<file path="src/rtl/instruction_fetcher.sv">
// instruction_fetcher: single-outstanding fetch stage with predecode and next-PC selection
// Ports: clk/rst/rdy control; flush + rob_redirect_pc restart fetch; fet_icache_* / icache_fet_*
// form the one-request cache handshake; fet_pc/bp_pred query the predictor; fet_iq_* push into
// the instruction queue when iq_full is low.
module instruction_fetcher #(
  parameter int XLEN = 32,
  parameter logic [XLEN-1:0] RESET_PC = '0
) (
  input  logic            clk,
  input  logic            rst,
  input  logic            rdy,
  input  logic            flush,
  input  logic [XLEN-1:0] rob_redirect_pc,
  output logic            fet_icache_req,
  output logic [XLEN-1:0] fet_icache_addr,
  input  logic            icache_fet_valid,
  input  logic [31:0]     icache_fet_inst,
  output logic [XLEN-1:0] fet_pc,
  input  logic            bp_pred,
  input  logic            iq_full,
  output logic            fet_iq_valid,
  output logic [31:0]     fet_iq_inst,
  output logic [XLEN-1:0] fet_iq_pc,
  output logic            fet_iq_pred
);
  typedef enum logic [1:0] {IDLE, WAIT, HOLD} state_t;
  state_t          r_state;
  logic [XLEN-1:0] r_pc, r_h_npc;
  logic [31:0]     r_h_inst;
  logic            r_h_pred, r_drop;
  logic [XLEN-1:0] w_imm_j, w_imm_b, w_npc;
  logic            w_jal, w_br, w_pred;
  assign w_imm_j = {{(XLEN-20){icache_fet_inst[31]}}, icache_fet_inst[19:12], icache_fet_inst[20],
                    icache_fet_inst[30:21], 1'b0};
  assign w_imm_b = {{(XLEN-12){icache_fet_inst[31]}}, icache_fet_inst[7], icache_fet_inst[30:25],
                    icache_fet_inst[11:8], 1'b0};
  assign w_jal  = icache_fet_inst[6:0] == 7'b1101111;
  assign w_br   = icache_fet_inst[6:0] == 7'b1100011;
  assign w_pred = w_jal | (w_br & bp_pred);
  assign w_npc  = r_pc + (w_jal ? w_imm_j : (w_br & bp_pred) ? w_imm_b : XLEN'(4));
  assign fet_pc          = r_pc;
  assign fet_icache_addr = r_pc;
  always_ff @(posedge clk) begin
    if (rst) begin
      r_state        <= IDLE;
      r_pc           <= RESET_PC;
      r_drop         <= 1'b0;
      r_h_inst       <= '0;
      r_h_pred       <= 1'b0;
      r_h_npc        <= '0;
      fet_icache_req <= 1'b0;
      fet_iq_valid   <= 1'b0;
      fet_iq_inst    <= '0;
      fet_iq_pc      <= '0;
      fet_iq_pred    <= 1'b0;
    end else if (rdy) begin
      fet_iq_valid <= 1'b0;
      if (flush) begin
        r_pc           <= rob_redirect_pc;
        fet_icache_req <= 1'b0;
        r_state        <= IDLE;
        // a request still in the cache must have its response swallowed later
        r_drop         <= (r_state == WAIT || r_drop) && !icache_fet_valid;
      end else begin
        case (r_state)
          IDLE: begin
            if (r_drop) begin
              if (icache_fet_valid) r_drop <= 1'b0;
            end else if (!iq_full) begin
              fet_icache_req <= 1'b1;
              r_state        <= WAIT;
            end
          end
          WAIT: begin
            if (icache_fet_valid) begin
              fet_icache_req <= 1'b0;
              if (!iq_full) begin
                fet_iq_valid <= 1'b1;
                fet_iq_inst  <= icache_fet_inst;
                fet_iq_pc    <= r_pc;
                fet_iq_pred  <= w_pred;
                r_pc         <= w_npc;
                r_state      <= IDLE;
              end else begin
                r_h_inst <= icache_fet_inst;
                r_h_pred <= w_pred;
                r_h_npc  <= w_npc;
                r_state  <= HOLD;
              end
            end
          end
          HOLD: begin
            if (!iq_full) begin
              fet_iq_valid <= 1'b1;
              fet_iq_inst  <= r_h_inst;
              fet_iq_pc    <= r_pc;
              fet_iq_pred  <= r_h_pred;
              r_pc         <= r_h_npc;
              r_state      <= IDLE;
            end
          end
          default: r_state <= IDLE;
        endcase
      end
    end
  end
endmodule

</file>
<file path="config.mk">
export PLATFORM = sky130hd
export DESIGN_NAME = instruction_fetcher
export DESIGN_NICKNAME = d
export VERILOG_FILES = /design/src/rtl/instruction_fetcher.sv
export SDC_FILE = /design/constraint.sdc
export NUM_CORES = 1
export LEC_CHECK = 0
export BUFFER_PORTS_ARGS = -buffer_cell sky130_fd_sc_hd__buf_2
export CAP_MARGIN = 20
export CORE_AREA = 5 5 148 150
export DETAILED_ROUTE_END_ITERATION = 6
export DIE_AREA = 0 0 153 155
export PLACE_DENSITY = 0.78
export SLEW_MARGIN = 20
export SYNTH_ARGS = -nofsm -noshare
export SYNTH_HDL_FRONTEND = slang
export SYNTH_SLANG_ARGS = --single-unit
</file>
<file path="constraint.sdc">
create_clock -name clk -period 6 [get_ports clk]
set_input_delay 0.6 -clock clk [delete_from_list [all_inputs] [get_ports clk]]
set_output_delay 0.6 -clock clk [all_outputs]
set_load 0.01 [all_outputs]
</file>
==> results of run 1 <==
-- per-stage QoR --
step / hold slack [ns] / worst slack (ns)
finish: 0.406 / 1.59
global route: 0.397 / 1.17
CTS: 0.394 / 1.61
detailed placement: 0.444 / 1.17
global placement: 0.434 / 1.33
floorplan: 0.420 / 1.95
-- power groups by stage --
stage | registers (uW) | logic, uW | clock network (uW)
finish | 1160 | 266 | 1150
global route | 1170 | 294 | 1220
CTS | 1160 | 266 | 1160
detailed placement | 1190 | 265 | 0
global placement | 1190 | 263 | 0
floorplan | 1190 | 168 | 0
-- cell type report --
type / count / area (sq um) / area share (%)
Clock buffer: 17 / 425 / 4.05
Tap cell: 275 / 344 / 3.28
Sequential cell: 167 / 3340 / 31.9
Multi-Input combinational cell: 869 / 5060 / 48.3
Inverter: 7 / 26.3 / 0.250
Timing Repair Buffer: 212 / 1090 / 10.4
Clock inverter: 15 / 198 / 1.88
-- metal layers --
| layer | vias to the layer above | routed length [microns] | share of wire [%] | global-route usage [%] |
|---|---|---|---|---|
| li1 | 4247 | - | - | - |
| met2 | 295 | 11800 | 45 | 33.2 |
| met3 | 27 | 1760 | 6.7 | 4.53 |
| met1 | 4031 | 12500 | 47 | 30.9 |
| met5 | - | 7 | 0.027 | 0 |
| met4 | 2 | 346 | 1.3 | 5.85 |
-- Yosys cell counts (15+ instances only) --
| cell type | n | share of area, % |
|---|---|---|
| a211oi_1 | 45 | 3.8 |
| a21oi_1 | 143 | 8.0 |
| buf_4 | 33 | 2.8 |
| clkbuf_1 | 69 | 2.9 |
| dfxtp_1 | 167 | 37 |
| ha_1 | 33 | 4.6 |
| mux2i_1 | 50 | 5.6 |
| nand2_1 | 235 | 9.8 |
| nand3b_1 | 21 | 1.8 |
| nor2_1 | 105 | 4.4 |
| o21ai_0 | 58 | 3.2 |
| xnor2_1 | 15 | 1.5 |
| xor2_1 | 15 | 1.5 |
-- registers in the layout (all words and copies together) (netlist names) --
register,count
r_state,2
fet_iq_pred,1
r_h_npc,32
fet_iq_pc,32
fet_iq_valid,1
fet_icache_req,1
r_h_pred,1
r_h_inst,32
r_drop,1
fet_iq_inst,32
fet_icache_addr,32
-- path summary, 6_finish.rpt --
kind / slack (ns) / from / to / cells past startpoint
max: 1.59 / icache_fet_inst[4] / fet_icache_addr[22] / 15
min: 0.41 / icache_fet_inst[1] / r_h_inst[1] / 3
min reg2reg: 0.45 / fet_iq_pc[28] / fet_iq_pc[28] / 2
max reg2reg: 2.95 / fet_icache_addr[1] / r_h_npc[25] / 10
-- cells in the final DEF (no fill, tap or decap), drive strengths merged, types with 7 or more instances in the layout --
cell,n
nand4,11
a2111oi,9
clkbuf,17
nand2,235
nand3,14
o21ai,62
nor3,11
nor2,105
ha,33
a211oi,45
xnor2,15
a21oi,144
xor2,15
mux2i,50
inv,15
buf,212
a31oi,9
nor2b,7
and2,9
dfxtp,167
nand3b,21
a21o,12
-- tightest hold or removal path, stage by stage --
cell	delay, ns
buf_2	0.11
nand2_1	0.05
a21oi_1	0.05
-- cell families after synthesis --
| logic type | Yosys count |
|---|---|
| AND/OR/NAND/NOR | 444 |
| AO/OA/AOI/OAI | 311 |
| flip-flops | 167 |
| buffers and inverters | 127 |
| multiplexers | 50 |
| adder cells (fa/ha/maj) | 34 |
| XOR/XNOR | 30 |
==> flow_summary.ini, run 1 <==
[synth]
synth_area_sq_mm = 0.00899
synthXorXnorAreaFrac_pct = 2.92
synth.avg_cell_area_sq_um = 7.73
synth.yosys.seq_area_share_pct = 37.2
ys_warn_count = 0
yosys-mux-area-fraction_pct = 5.57
synth_compound_area_share_pct = 20.8
synthSimpleGateAreaFrac_pct = 21.8
synth_edf_count = 0
synth_top_family_by_area = simple AND/OR/NAND/NOR gates
ys_dominant_reg_cell = dfxtp_1
synthArstFlopShare_pct = 0
synth_cells = 1163
syn_nets = 1268
synthAdderAreaFrac_pct = 4.81
synth_seq_cells = 167
yosysUniqueCellTypes = 62

[power]
p_comb_share_pct = 10.3
power_frac_seq_pct = 45.2
p_int_uw = 1840
clkPwrFrac_pct = 44.5
powerDensity_mw_per_mm2 = 245
irDropWorstVdd_mv = 0.202
p_leak_uw = 0.00425
swShare_pct = 28.6
p_sw_uw = 737
total_power_uw = 2580

[timing]
tightest_slew_ns = 1.05
fin_crit_ns = 4.41
grt_setup_unrepaired = false
hold_viol = 0
fmax_ghz = 0.227
min_period_over_period_pct = 73.5
fin_setup_tns_ns = 0
relSlewSlack_pct = 30.0
drv_slew = 0
finClkSkew_ns = 0.0111
finalSetupViolations = 0

[clock_tree]
cts_hold_buf = 0
clk_pin_slew_ns = 0.08
cts_sinks = 167
cts_tree = done
h-tree-depth = 4
clk_latency_ns = 0.45
cts_setup_buffers = 0
cts_resized = 0
root_buffer = clkbuf_16
cts_buffer_depth = 2
cts_buffers = 17

[placed_design]
port_buffers = 201
dp.cells = 1529
placed_area_sq_mm = 0.00986
place_congestion = 0.884
hpwl_mm = 18.9

[critical_path]
cp.arrival_ns = 4.71
slowest_delay_ns = 0.83
path_cells = buf_2 > nor2b_1 > nand4_1 > nor2_1 > nor2b_1 > a21oi_1 > nor2_1 > ha_1 > a21oi_1 > o21ai_0 > a22oi_1 > nand2_1 > nor2_1 > xor2_1 > a2111oi_0
cpMostUsedCell = nor2_1
crit_buf_inv = 1
cp_top_family = simple AND/OR/NAND/NOR gates
cp_max_fo = 14
crit_path_start_kind = input pin
cp_slowest_cell = nor2_1
cp-end-kind = flip-flop
worst-setup-path-type = input pin to flip-flop
crit_required_ns = 6.30

[global_route]
track_usage_pct = 21.6
antenna_found_initial = 1
grt_pass1_vias = 7967
grt_overflow = 0
grt_pass1_wl_mm = 42.1
grt_max_degree = 95

[die]
rows = 53
start_util_pct = 43.7
die_area_sq_mm = 0.0237
dieWidth_microns = 153
core_area_sq_mm = 0.0206
fp.dieH_microns = 155
ioPinCount = 202

[run_status]
status = finished clean

[routing]
wl_per_cell_microns = 16.9
viasPerCell = 5.51
antenna_left = 0
routed_wl_mm = 26.3
vias = 8602
first_iter_violations = 560
drtPass1Iterations = 6
drc_errors = 0

[layout]
num-fill-cells = 2018
final_net_count = 1379
final_cell_area_sq_mm = 0.0105
fin_cells = 1562
final_util_pct = 51.1
drive_gt1_share_pct = 20.0
diodes = 0
synthToLayoutAreaGrowth_pct = 16.7

[min_path]
min_path_type = input pin to flip-flop

[job]
maxCapViolCount = 0
Note: power is estimated with default switching activity, not from simulation.
==> run 2, diff against run 1 <==
==> constraint.sdc (replaced) <==
create_clock -name clk -period 4.4 [get_ports clk]
set_input_delay 0.44 -clock clk [delete_from_list [all_inputs] [get_ports clk]]
set_output_delay 0.44 -clock clk [all_outputs]
set_load 0.01 [all_outputs]
==> flow_summary.ini, run 2 (synthesis gave the netlist of run 1 again) <==
[run_status]
status = finished clean

[critical_path]
cp_top_family = compound AO/OA/AOI/OAI gates
crit_buf_inv = 2
worstReg2RegEnd = r_h_npc[25]
cp_slowest_cell = a2111oi_0
path_cells = buf_2 > nor2b_1 > nand4_1 > nor2_1 > buf_4 > mux2i_1 > nand2_1 > ha_1 > a21o_1 > nand4_1 > a2111oi_0 > a21oi_1 > o22ai_1 > a31oi_1 > xor2_1 > a2111oi_0
ff2ff_path_depth = 10
crit_path_start_kind = input pin
cp-end-kind = flip-flop
cp.arrival_ns = 3.97
cp_max_fo = 13
crit_required_ns = 4.71
worst-setup-path-type = input pin to flip-flop
slowest_delay_ns = 0.56
rrSetupSlack_ns = 1.41
r2r_start = fet_icache_addr[1]

[timing]
drv_slew = 0
hold_viol = 0
relSlewSlack_pct = 30.0
fin_setup_tns_ns = 0
grt_setup_unrepaired = false
fin_crit_ns = 3.66
finClkSkew_ns = 0.00893
fmax_ghz = 0.273
finalSetupViolations = 0
tightest_slew_ns = 1.05
min_period_over_period_pct = 83.2
setup_ws_ns = 0.741

[layout]
drive_gt1_share_pct = 20.3
ff_latch_area_sq_mm = 0.00334
final_util_pct = 51.1
diodes = 0
layout.cells.most_common_list = nand2_1, buf_2, dfxtp_1
num-fill-cells = 2014
fin_cells = 1568
final_net_count = 1385
synthToLayoutAreaGrowth_pct = 16.9
multiInputGateArea_sq_mm = 0.00506
final_common_cell = nand2_1

[clock_tree]
cts_hold_buf = 0
clk_latency_ns = 0.44
cts_tree = done
cts_buffers = 17
h-tree-depth = 4
cts_sinks = 167
cts_resized = 0
cts_setup_buffers = 0
cts_buffer_depth = 2
clk_pin_slew_ns = 0.07
root_buffer = clkbuf_16

[placed_design]
place_ws_ns = 0.337
port_buffers = 201
place_congestion = 0.900
dp.cells = 1536
hpwl_mm = 18.8

[power]
irDropWorstVdd_mv = 0.260
p_leak_uw = 0.00428
total_power_uw = 3470
powerDensity_mw_per_mm2 = 330

[routing]
drc_errors = 0
routed_wl_mm = 26.4
vias = 8674
antenna_left = 0
drtPass1Iterations = 5
wl_per_cell_microns = 16.8
viasPerCell = 5.53
first_iter_violations = 570

[global_route]
antenna_found_initial = 1
grt_overflow = 0
track_usage_pct = 21.3
grt_pass1_vias = 7968
grt_pass1_wl_mm = 41.6
grt_max_degree = 81

[min_path]
worstHoldStart = icache_fet_inst[1]
hold_end = r_h_inst[1]
min_path_type = input pin to flip-flop
holdPathStages = 3

[die]
start_util_pct = 43.7
fp.dieH_microns = 155
core_area_sq_mm = 0.0206
ioPinCount = 202
dieWidth_microns = 153
rows = 53
die_area_sq_mm = 0.0237

[job]
maxCapViolCount = 0
## run 2: final cells by class
class / count / share of cell area, %
multi-input combinational: 869 / 48.2
sequential: 167 / 31.8
timing repair buffer: 218 / 10.8
clock buffer: 19 / 4.21
tap: 275 / 3.27
clock inverter: 13 / 1.46
inverter: 7 / 0.250
## run 2: worst max-delay path by stage
stage	startpoint	endpoint	slack, ns	cells past startpoint
after global placement	icache_fet_inst[1]	fet_icache_addr[18]	0.43	16
after detailed placement	icache_fet_inst[4]	r_h_npc[25]	0.34	16
after global routing	icache_fet_inst[4]	fet_icache_addr[18]	0.43	16
after CTS	icache_fet_inst[4]	r_h_npc[25]	0.78	16
after floorplan	icache_fet_inst[1]	r_h_npc[25]	0.51	16
final	icache_fet_inst[4]	fet_icache_addr[18]	0.74	16
## run 2: power by group
group	total (uW)	switching [uW]	internal, uW	leakage (uW)
registers	1590	42.4	1540	0.00135
logic	364	225	139	0.00263
clock network	1520	694	824	0.000289
total	3470	961	2510	0.00428
## run 2: through the flow
stage / hold WS, ns / area, sq um
floorplan: 0.420 / 8990
global placement: 0.435 / 9910
detailed placement: 0.443 / 9910
CTS: 0.250 / 10500
global route: 0.260 / 10500
finish: 0.262 / 10500
## run 2: tightest hold or removal path, cell delays in order
cell and delay, ns:
buf_2 0.11, nand2_1 0.05, a21oi_1 0.05
## run 2: metal layers
layer,share of wire [%],up-vias,global-route usage (%)
met4,1.7,2,6.58
met1,46,4038,30.1
li1,-,4270,-
met2,45,333,32.8
met5,0.026,-,0
met3,7.4,31,4.59
